File: src/rtl/mem_arbiter.sv
// Single-port memory arbiter shared by instruction fetch (IF) and the memory
// stage (DM). One transaction is in flight at a time, data wins over fetch,
// and a fixed memory latency is counted before completing the requester.
// A halt request sequences one dump strobe once the port is idle, then the
// arbiter parks in HALTED until reset.
module mem_arbiter #(
  parameter int LATENCY = 2
) (
  input  logic        clk,
  input  logic        rst,
  input  logic        if_req,
  input  logic [15:0] if_addr,
  output logic [15:0] if_rdata,
  output logic        if_done,
  output logic        if_stall,
  input  logic        dm_read,
  input  logic        dm_write,
  input  logic [15:0] dm_addr,
  input  logic [15:0] dm_wdata,
  output logic [15:0] dm_rdata,
  output logic        dm_done,
  output logic        dm_stall,
  input  logic        halt,
  output logic        mem_enable,
  output logic        mem_wr,
  output logic [15:0] mem_addr,
  output logic [15:0] mem_wdata,
  input  logic [15:0] mem_rdata,
  output logic        mem_dump,
  output logic        halted
);

  localparam logic [3:0] LAT = 4'(LATENCY);

  typedef enum logic [1:0] {
    S_IDLE    = 2'd0,
    S_BUSY_IF = 2'd1,
    S_BUSY_DM = 2'd2,
    S_HALTED  = 2'd3
  } state_t;

  state_t      r_state;
  logic [3:0]  r_cnt;
  logic [15:0] r_addr;
  logic [15:0] r_wdata;
  logic        r_wr;
  logic        r_halt_pend;

  logic w_dm_req;
  logic w_halt_req;
  logic w_idle;
  logic w_grant_dm;
  logic w_grant_if;
  logic w_dump;
  logic w_last;
  logic w_if_done;
  logic w_dm_done;
  logic w_halted;

  // Grant decode: data beats halt beats fetch, only while idle and out of reset
  always_comb begin
    w_dm_req   = dm_read | dm_write;
    w_halt_req = halt | r_halt_pend;
    w_idle     = (r_state == S_IDLE) & ~rst;
    w_grant_dm = w_idle & w_dm_req;
    w_dump     = w_idle & ~w_dm_req & w_halt_req;
    w_grant_if = w_idle & ~w_dm_req & ~w_halt_req & if_req;
    w_last     = (r_cnt == LAT);
    w_if_done  = (r_state == S_BUSY_IF) & w_last & ~rst;
    w_dm_done  = (r_state == S_BUSY_DM) & w_last & ~rst;
    w_halted   = (r_state == S_HALTED);
  end

  // Memory port and requester handshakes; the issue cycle bypasses the latches
  always_comb begin
    mem_enable = w_grant_dm | w_grant_if;
    mem_dump   = w_dump;
    halted     = w_halted;
    if (w_grant_dm) begin
      mem_addr  = dm_addr;
      mem_wdata = dm_wdata;
      mem_wr    = dm_write;
    end else if (w_grant_if) begin
      mem_addr  = if_addr;
      mem_wdata = r_wdata;
      mem_wr    = 1'b0;
    end else begin
      mem_addr  = r_addr;
      mem_wdata = r_wdata;
      mem_wr    = r_wr;
    end
    if_done  = w_if_done;
    dm_done  = w_dm_done;
    if_rdata = w_if_done ? mem_rdata : 16'h0000;
    dm_rdata = (w_dm_done & ~r_wr) ? mem_rdata : 16'h0000;
    if_stall = if_req & ~w_if_done & ~w_halted & ~rst;
    dm_stall = w_dm_req & ~w_dm_done & ~w_halted & ~rst;
  end

  // Sequencer: grant, latch the transaction, count latency, park on halt
  always_ff @(posedge clk) begin
    if (rst) begin
      r_state     <= S_IDLE;
      r_cnt       <= 4'd0;
      r_addr      <= 16'h0000;
      r_wdata     <= 16'h0000;
      r_wr        <= 1'b0;
      r_halt_pend <= 1'b0;
    end else begin
      case (r_state)
        S_IDLE: begin
          if (w_grant_dm) begin
            r_addr      <= dm_addr;
            r_wdata     <= dm_wdata;
            r_wr        <= dm_write;
            r_cnt       <= 4'd1;
            r_halt_pend <= r_halt_pend | halt;
            r_state     <= S_BUSY_DM;
          end else if (w_dump) begin
            r_halt_pend <= 1'b0;
            r_state     <= S_HALTED;
          end else if (w_grant_if) begin
            r_addr  <= if_addr;
            r_wr    <= 1'b0;
            r_cnt   <= 4'd1;
            r_state <= S_BUSY_IF;
          end else begin
            r_state <= S_IDLE;
          end
        end
        S_BUSY_IF, S_BUSY_DM: begin
          // a halt seen mid-transaction is remembered for the next idle cycle
          r_halt_pend <= r_halt_pend | halt;
          if (w_last) begin
            r_cnt   <= 4'd0;
            r_state <= S_IDLE;
          end else begin
            r_cnt <= r_cnt + 4'd1;
          end
        end
        S_HALTED: begin
          r_state <= S_HALTED;
        end
        default: begin
          r_state <= S_IDLE;
        end
      endcase
    end
  end

endmodule

File: config.mk
export PLATFORM = sky130hd
export DESIGN_NAME = mem_arbiter
export DESIGN_NICKNAME = d
export VERILOG_FILES = /design/src/rtl/mem_arbiter.sv
export SDC_FILE = /design/constraint.sdc
export NUM_CORES = 1
export LEC_CHECK = 0
export CAP_MARGIN = 20
export CORE_ASPECT_RATIO = 0.8
export CORE_UTILIZATION = 37
export DETAILED_ROUTE_END_ITERATION = 8
export PLACE_DENSITY = 0.82
export SETUP_SLACK_MARGIN = 0.02
export SYNTH_ARGS = -nofsm -noshare
export SYNTH_HDL_FRONTEND = slang
export SYNTH_SLANG_ARGS = --single-unit
File: constraint.sdc
create_clock -name clk -period 2.4 [get_ports clk]
set_input_delay 0.24 -clock clk [delete_from_list [all_inputs] [get_ports clk]]
set_output_delay 0.24 -clock clk [all_outputs]
set_load 0.005 [all_outputs]
==> results.json, run 1 <==
{
  "outcome": "finished, final reports clean",
  "max_stage_delay_ps": 530,
  "initial_core_util_pct": 38.5,
  "grt_pass1_wl_um": 10800,
  "tritoncts": "built",
  "crit_family": "buffers and inverters",
  "path_max_fanout": 16,
  "synthCells": 238,
  "fin_nets": 474,
  "swShare_pct": 34.3,
  "synth_top_area_share_pct": 35.2,
  "hold_violations": 0,
  "dp_hpwl_um": 5080,
  "fin_util_pct": 69.9,
  "p_int_w": 0.00194,
  "grt_max_degree": 20,
  "total_leakage_power_nw": 2.18,
  "cts_max_level": 2,
  "num_vias": 2423,
  "cp-startpoint": "rst",
  "post-route-period-util_pct": 96.9,
  "place_inst": 462,
  "yosysMostFrequentCell": "dfxtp_1",
  "synth_compound_area_share_pct": 20.5,
  "async_flop_share_pct": 0,
  "p_seq_share_pct": 30.3,
  "rows": 25,
  "wire_per_inst_um": 14.8,
  "antenna_left": 0,
  "fin_cells": 479,
  "synth_ff_type": "dfxtp_1",
  "syn_nets": 314,
  "post-synth-top-area-cell": "dfxtp_1",
  "routabilityCongestion": 0.828,
  "cts_buffer_depth": 2,
  "pwr-share-comb_pct": 55.5,
  "wl_um": 7110,
  "clk_pin_slew_ps": 70,
  "synth_area_leaders": "dfxtp_1 35%, and2_1 9.1%, a22o_1 6.5%, and3_1 4.9%, mux2_1 4.9%",
  "grt_busiest_layer": "met2",
  "viasPerCell": 5.06,
  "grt_setup_unrepaired": "false",
  "gr-total-overflow": 0,
  "peakVddDrop_mv": 0.475,
  "grt_pass1_vias": 2312,
  "die_area_um2": 6470,
  "yosys.area_share.adder_pct": 3.30,
  "syn_to_final_growth_pct": 81.6,
  "synth_commonest_cells": "40 x dfxtp_1, 33 x and2_1, 18 x and3_1, 18 x nor2b_1, 17 x a22o_1",
  "dpl_worst_slack_ps": -16.3,
  "synth_seq_cells": 40,
  "core_area_um2": 5910,
  "synth_mux_area_share_pct": 7.92,
  "synth_top_family_by_area": "simple AND/OR/NAND/NOR gates",
  "slowest_stage": "clkdlybuf4s50_1",
  "synth_xor_area_share_pct": 0,
  "diodes": 0,
  "hold_class": "reg -> reg",
  "synth_seq_area_share_pct": 35.2,
  "grtUsageMet1_pct": 27.8,
  "cap_violations": 0,
  "max_freq_mhz": 430,
  "antenna_found_initial": 0,
  "fp.dieW_um": 89.7,
  "avgSynthCellArea_um2": 9.56,
  "end_kind": "primary output",
  "dr.first_iter.drc_count": 76,
  "worst_pin_slew_ps": 677,
  "holdWs_ps": 475,
  "gr-usage-met3_pct": 4.78,
  "drive_gt1_share_pct": 19.6,
  "final-max-slew-violation-count": 0,
  "synth_edf_count": 0,
  "ios": 142,
  "setup_ws_ps": 73.4,
  "p_per_area_nw_per_um2": 714,
  "finalSetupViolations": 0,
  "holdBufCountCts": 0,
  "drtPass1Iterations": 6,
  "clock_sinks": 40,
  "clock_skew_ps": 4.45,
  "ys_types": 45,
  "grt_usage_pct": 21.3,
  "yosys_warnings": 0,
  "drc": 0,
  "crit_chain": "clkdlybuf4s50_1 -> nand2b_4 -> nor2_4 -> buf_12 -> mux2_1 -> clkdlybuf4s50_1",
  "slew_headroom_pct": 54.9,
  "reg2reg_from": "r_state[0]$_SDFFE_PP0P_",
  "startpoint_type": "input pin",
  "die_y_um": 72.2,
  "crit_type": "in -> out",
  "insertion_delay_ps": 290,
  "cts-buffers-inserted": 5,
  "grtUsageMet2_pct": 35.3,
  "clockRootBuffer": "clkbuf_8",
  "worst-path-buf-inv": 3,
  "cp.required_ps": 2160,
  "synth_simple_gate_area_share_pct": 28.3,
  "worstPathArrival_ps": 2090,
  "port_buffers": 141,
  "power.switching_w": 0.00101,
  "p_clk_share_pct": 14.2,
  "holdCritStartpoint": "r_addr[14]$_SDFFE_PP0P_",
  "min_period_ps": 2330,
  "netlist_area_um2": 2280,
  "cpMostUsedCell": "clkdlybuf4s50_1"
}
cell usage in the layout, fill, tap and decap left out, drive strengths merged, types with 3 or more instances in the layout:
master          n
ha              6
nor3            5
a221o          16
nand2           6
dlygate4sd2    30
nand2b          4
buf            29
inv             7
dfxtp          40
dlymetal6s2s   22
clkbuf          6
clkdlybuf4s50  89
and2           33
a22o           17
mux2           16
and3           18
o21ai           3
a21oi           5
nor2            8
nor2b          19
what timing repair did:
item,4_1_cts,5_1_grt
setup buffers,4,3
gates resized for setup,57,25
cloned,3,0
setup endpoints to repair,66,29
layer usage:
layer  vias to the layer above  part of all wire, %  wire length [µm]
li1                       1187                    -                 -
met1                      1116                   45              3230
met2                       109                   46              3240
met3                        11                  7.7               547
met4                         0                  1.3                95
met5                         -                    0                 0
sequential cells by signal (all words and copies together), names as in the netlist:
name and flops:
r_addr 16, r_cnt 4, r_wdata 16, r_state 2, r_wr 1, r_halt_pend 1
area by class of cell:
class | count | area (µm²)
flip-flops and latches | 40 | 808
inverters | 7 | 28.8
multi-input cells | 174 | 1420
repair buffers | 170 | 1690
well taps | 81 | 101
fillers | 457 | 1780
clock buffers | 6 | 72.6
clock inverters | 1 | 5.00
through the flow:
step | cell area (µm²) | power, W | TNS (ps)
5_1_grt | 4130 | 0.00314 | 0
2_1_floorplan | 2280 | 0.00171 | 0
4_1_cts | 4050 | 0.00293 | 0
6_report | 4130 | 0.00295 | 0
3_5_place_dp | 3870 | 0.00243 | -29.6
3_3_place_gp | 3870 | 0.00238 | 0
power by group through the flow:
stage               Sequential (W)  Combinational [W]  Clock [W]
floorplan                 0.000871           0.000841          0
global placement          0.000886            0.00150          0
detailed placement        0.000893            0.00153          0
CTS                       0.000888            0.00160   0.000435
global route              0.000909            0.00178   0.000456
finish                    0.000893            0.00164   0.000420
cells by family after synthesis:
logic type | count (synthesis)
compound gates | 52
fa+ha+maj | 6
buf+inv | 24
flops | 40
mux | 16
simple gates | 100
final timing paths:
check / end / slack (ps) / cells past startpoint
setup / recovery: mem_wdata[10] / 70 / 6
hold / removal: r_addr[14]$_SDFFE_PP0P_ / 470 / 1
setup reg to reg: r_addr[9]$_SDFFE_PP0P_ / 500 / 6
hold reg to reg: r_addr[14]$_SDFFE_PP0P_ / 470 / 1
Note: power is estimated with default switching activity, not from simulation.
==> inputs of run 2 (changes only) <==
- SKIP_LAST_GASP: not set -> 1
==> run 2 against run 1 <==
Against the previous run:
- the run now ends with setup timing left
- clock skew hardly changed
- final cell count grew 1.5%
- non-clock buffer count grew 7
- largest cell class unchanged
- sequential share of layout area fell by 0.57 points
- die area is the same
- wire length grew 6.8%
- via count rose by 1.7%
- worst setup slack lost 110 ps
- critical endpoint is now dm_rdata[4]
- cell area increased by 3.0%
- fmax is 4.7% lower
- worst hold slack worse by 66 ps
==> results.json, run 2 (same netlist as run 1, synthesis figures left out) <==
{
  "slew_headroom_pct": 57.4,
  "finalSetupViolations": 1,
  "die_y_um": 72.2,
  "cp.required_ps": 2160,
  "dp_hpwl_um": 5080,
  "grt_max_degree": 20,
  "rows": 25,
  "grt_pass1_wl_um": 10800,
  "holdPathStages": 3,
  "routabilityCongestion": 0.828,
  "fin_nets": 481,
  "layout_common_cells": "90 x clkdlybuf4s50_1, 38 x dlymetal6s2s_1, 36 x dfxtp_1",
  "tritoncts": "built",
  "final_cell_area_um2": 4260,
  "hold_class": "in -> reg",
  "crit_chain": "ha_1 -> nor3b_4 -> nand2_2 -> nor3_4 -> buf_6 -> and2_1 -> clkdlybuf4s50_1",
  "clk_pin_slew_ps": 70,
  "core_area_um2": 5910,
  "crit_family": "simple AND/OR/NAND/NOR gates",
  "holdWs_ps": 409,
  "viasPerCell": 5.07,
  "post_dp_cell_area_um2": 3870,
  "p_seq_share_pct": 30.2,
  "final.fill_count": 437,
  "final-max-slew-violation-count": 0,
  "cap_violations": 0,
  "cts_max_level": 2,
  "p_clk_share_pct": 14.2,
  "wl_um": 7600,
  "worst_pin_slew_ps": 640,
  "fin_util_pct": 72.0,
  "outcome": "complete, but fails checks",
  "post-route-period-util_pct": 102,
  "antenna_left": 0,
  "swShare_pct": 34.4,
  "drc": 0,
  "diodes": 0,
  "total_leakage_power_nw": 2.42,
  "p_per_area_nw_per_um2": 699,
  "path_max_fanout": 7,
  "pwr-share-comb_pct": 55.6,
  "grt_usage_pct": 21.4,
  "clock_sinks": 40,
  "num_vias": 2463,
  "drtPass1Iterations": 6,
  "final_common_cell": "clkdlybuf4s50_1",
  "gr-total-overflow": 0,
  "grt_setup_unrepaired": "true",
  "cp-startpoint": "r_cnt[1]$_SDFFE_PP0P_",
  "r2r_setup_slack_ps": 520,
  "die_area_um2": 6470,
  "setup_ws_ps": -40.8,
  "startpoint_type": "flop",
  "worstPathArrival_ps": 2200,
  "syn_to_final_growth_pct": 87.1,
  "dpl_worst_slack_ps": -16.3,
  "dr.first_iter.drc_count": 76,
  "reg_top3": "r_addr: 16 flops, r_wdata: 16 flops, r_cnt: 4 flops",
  "multiInputGateArea_um2": 1430,
  "fp.dieW_um": 89.7,
  "cts-buffers-inserted": 5,
  "reg2reg_depth": 6,
  "crit_end": "dm_rdata[4]",
  "insertion_delay_ps": 290,
  "crit_type": "reg -> out",
  "min_period_ps": 2440,
  "worst-path-buf-inv": 2,
  "grt_pass1_vias": 2323,
  "wire_per_inst_um": 15.6,
  "r2r-end": "r_addr[9]$_SDFFE_PP0P_",
  "hold_violations": 0,
  "violations": "setup timing",
  "max_freq_mhz": 410,
  "seq_area_um2": 808,
  "reg2reg_from": "r_state[1]$_SDFFE_PP0P_",
  "end_kind": "primary output",
  "initial_core_util_pct": 38.5,
  "clock_skew_ps": 4.84,
  "cts_buffer_depth": 2,
  "holdBufCountCts": 0,
  "power.switching_w": 0.00103,
  "peakVddDrop_mv": 0.386,
  "clockRootBuffer": "clkbuf_8",
  "max_stage_delay_ps": 500,
  "drive_gt1_share_pct": 21.0,
  "port_buffers": 141,
  "worstSetupPathDepth": 7,
  "p_int_w": 0.00195,
  "antenna_found_initial": 0,
  "slowest_stage": "clkdlybuf4s50_1",
  "ios": 142
}
[run 2: changes by cell type in the layout (fill, tap and decap cells not counted), sizes merged]
| cell | before | now |
|---|---|---|
| buf | 29 | 36 |
| dlygate4sd2 | 30 | 13 |
| clkdlybuf4s50 | 89 | 90 |
| dlymetal6s2s | 22 | 38 |
[run 2: layout make-up]
class	instances	area share, %
Clock buffer	6	1.70
Clock inverter	1	0.118
Inverter	7	0.676
Multi-Input combinational cell	174	33.6
Sequential cell	40	19.0
Tap cell	81	2.38
Timing Repair Buffer	177	42.6
[run 2: worst min-delay path by stage]
stage | startpoint | end | slack (ps)
2_1_floorplan | r_addr[0]$_SDFFE_PP0P_ | r_addr[0]$_SDFFE_PP0P_ | 440
3_3_place_gp | r_addr[11]$_SDFFE_PP0P_ | r_addr[11]$_SDFFE_PP0P_ | 460
3_5_place_dp | r_addr[7]$_SDFFE_PP0P_ | r_addr[7]$_SDFFE_PP0P_ | 460
4_1_cts | r_addr[8]$_SDFFE_PP0P_ | r_addr[8]$_SDFFE_PP0P_ | 480
5_1_grt | halt | r_halt_pend$_SDFFE_PP0P_ | 420
6_report | halt | r_halt_pend$_SDFFE_PP0P_ | 410
[run 2: through the flow]
stage                     std cells  TNS (ps)  power, W
final                           486     -40.8   0.00298
after global routing            486      -230   0.00316
after CTS                       476      -130   0.00293
after detailed placement        462     -29.6   0.00243
after global placement          462         0   0.00238
after floorplan                 238         0   0.00171
[run 2: per-layer routing]
layer  vias to the layer above  track usage, %  routed length [µm]
met3                        10            4.78                 510
met1                      1154            27.7                3420
met2                        97            35.7                3580
li1                       1202               -                   -
met5                         -               0                   0
met4                         0            5.64                  87
[run 2: worst reg2reg max path, delay by kind of cell, from the launching register on]
family,cells,cell delay (ps)
fa+ha+maj,1,180
compound gates,1,260
buf+inv,2,290
simple gates,2,750
flops,1,350
[run 2: repair_timing]
action | in CTS | in global routing
gates resized for setup | 39 | 44
gates cloned | 3 | 1
pin swaps | 0 | 3
setup buffers | 4 | 9
hold endpoints to repair | 0 | 0
setup endpoints to repair | 66 | 51
[run 2: power groups by stage]
stage,Combinational (W),Clock (W),Sequential [W]
floorplan,0.000841,0,0.000871
global placement,0.00150,0,0.000886
detailed placement,0.00153,0,0.000893
CTS,0.00161,0.000435,0.000888
global route,0.00179,0.000456,0.000912
finish,0.00166,0.000422,0.000898
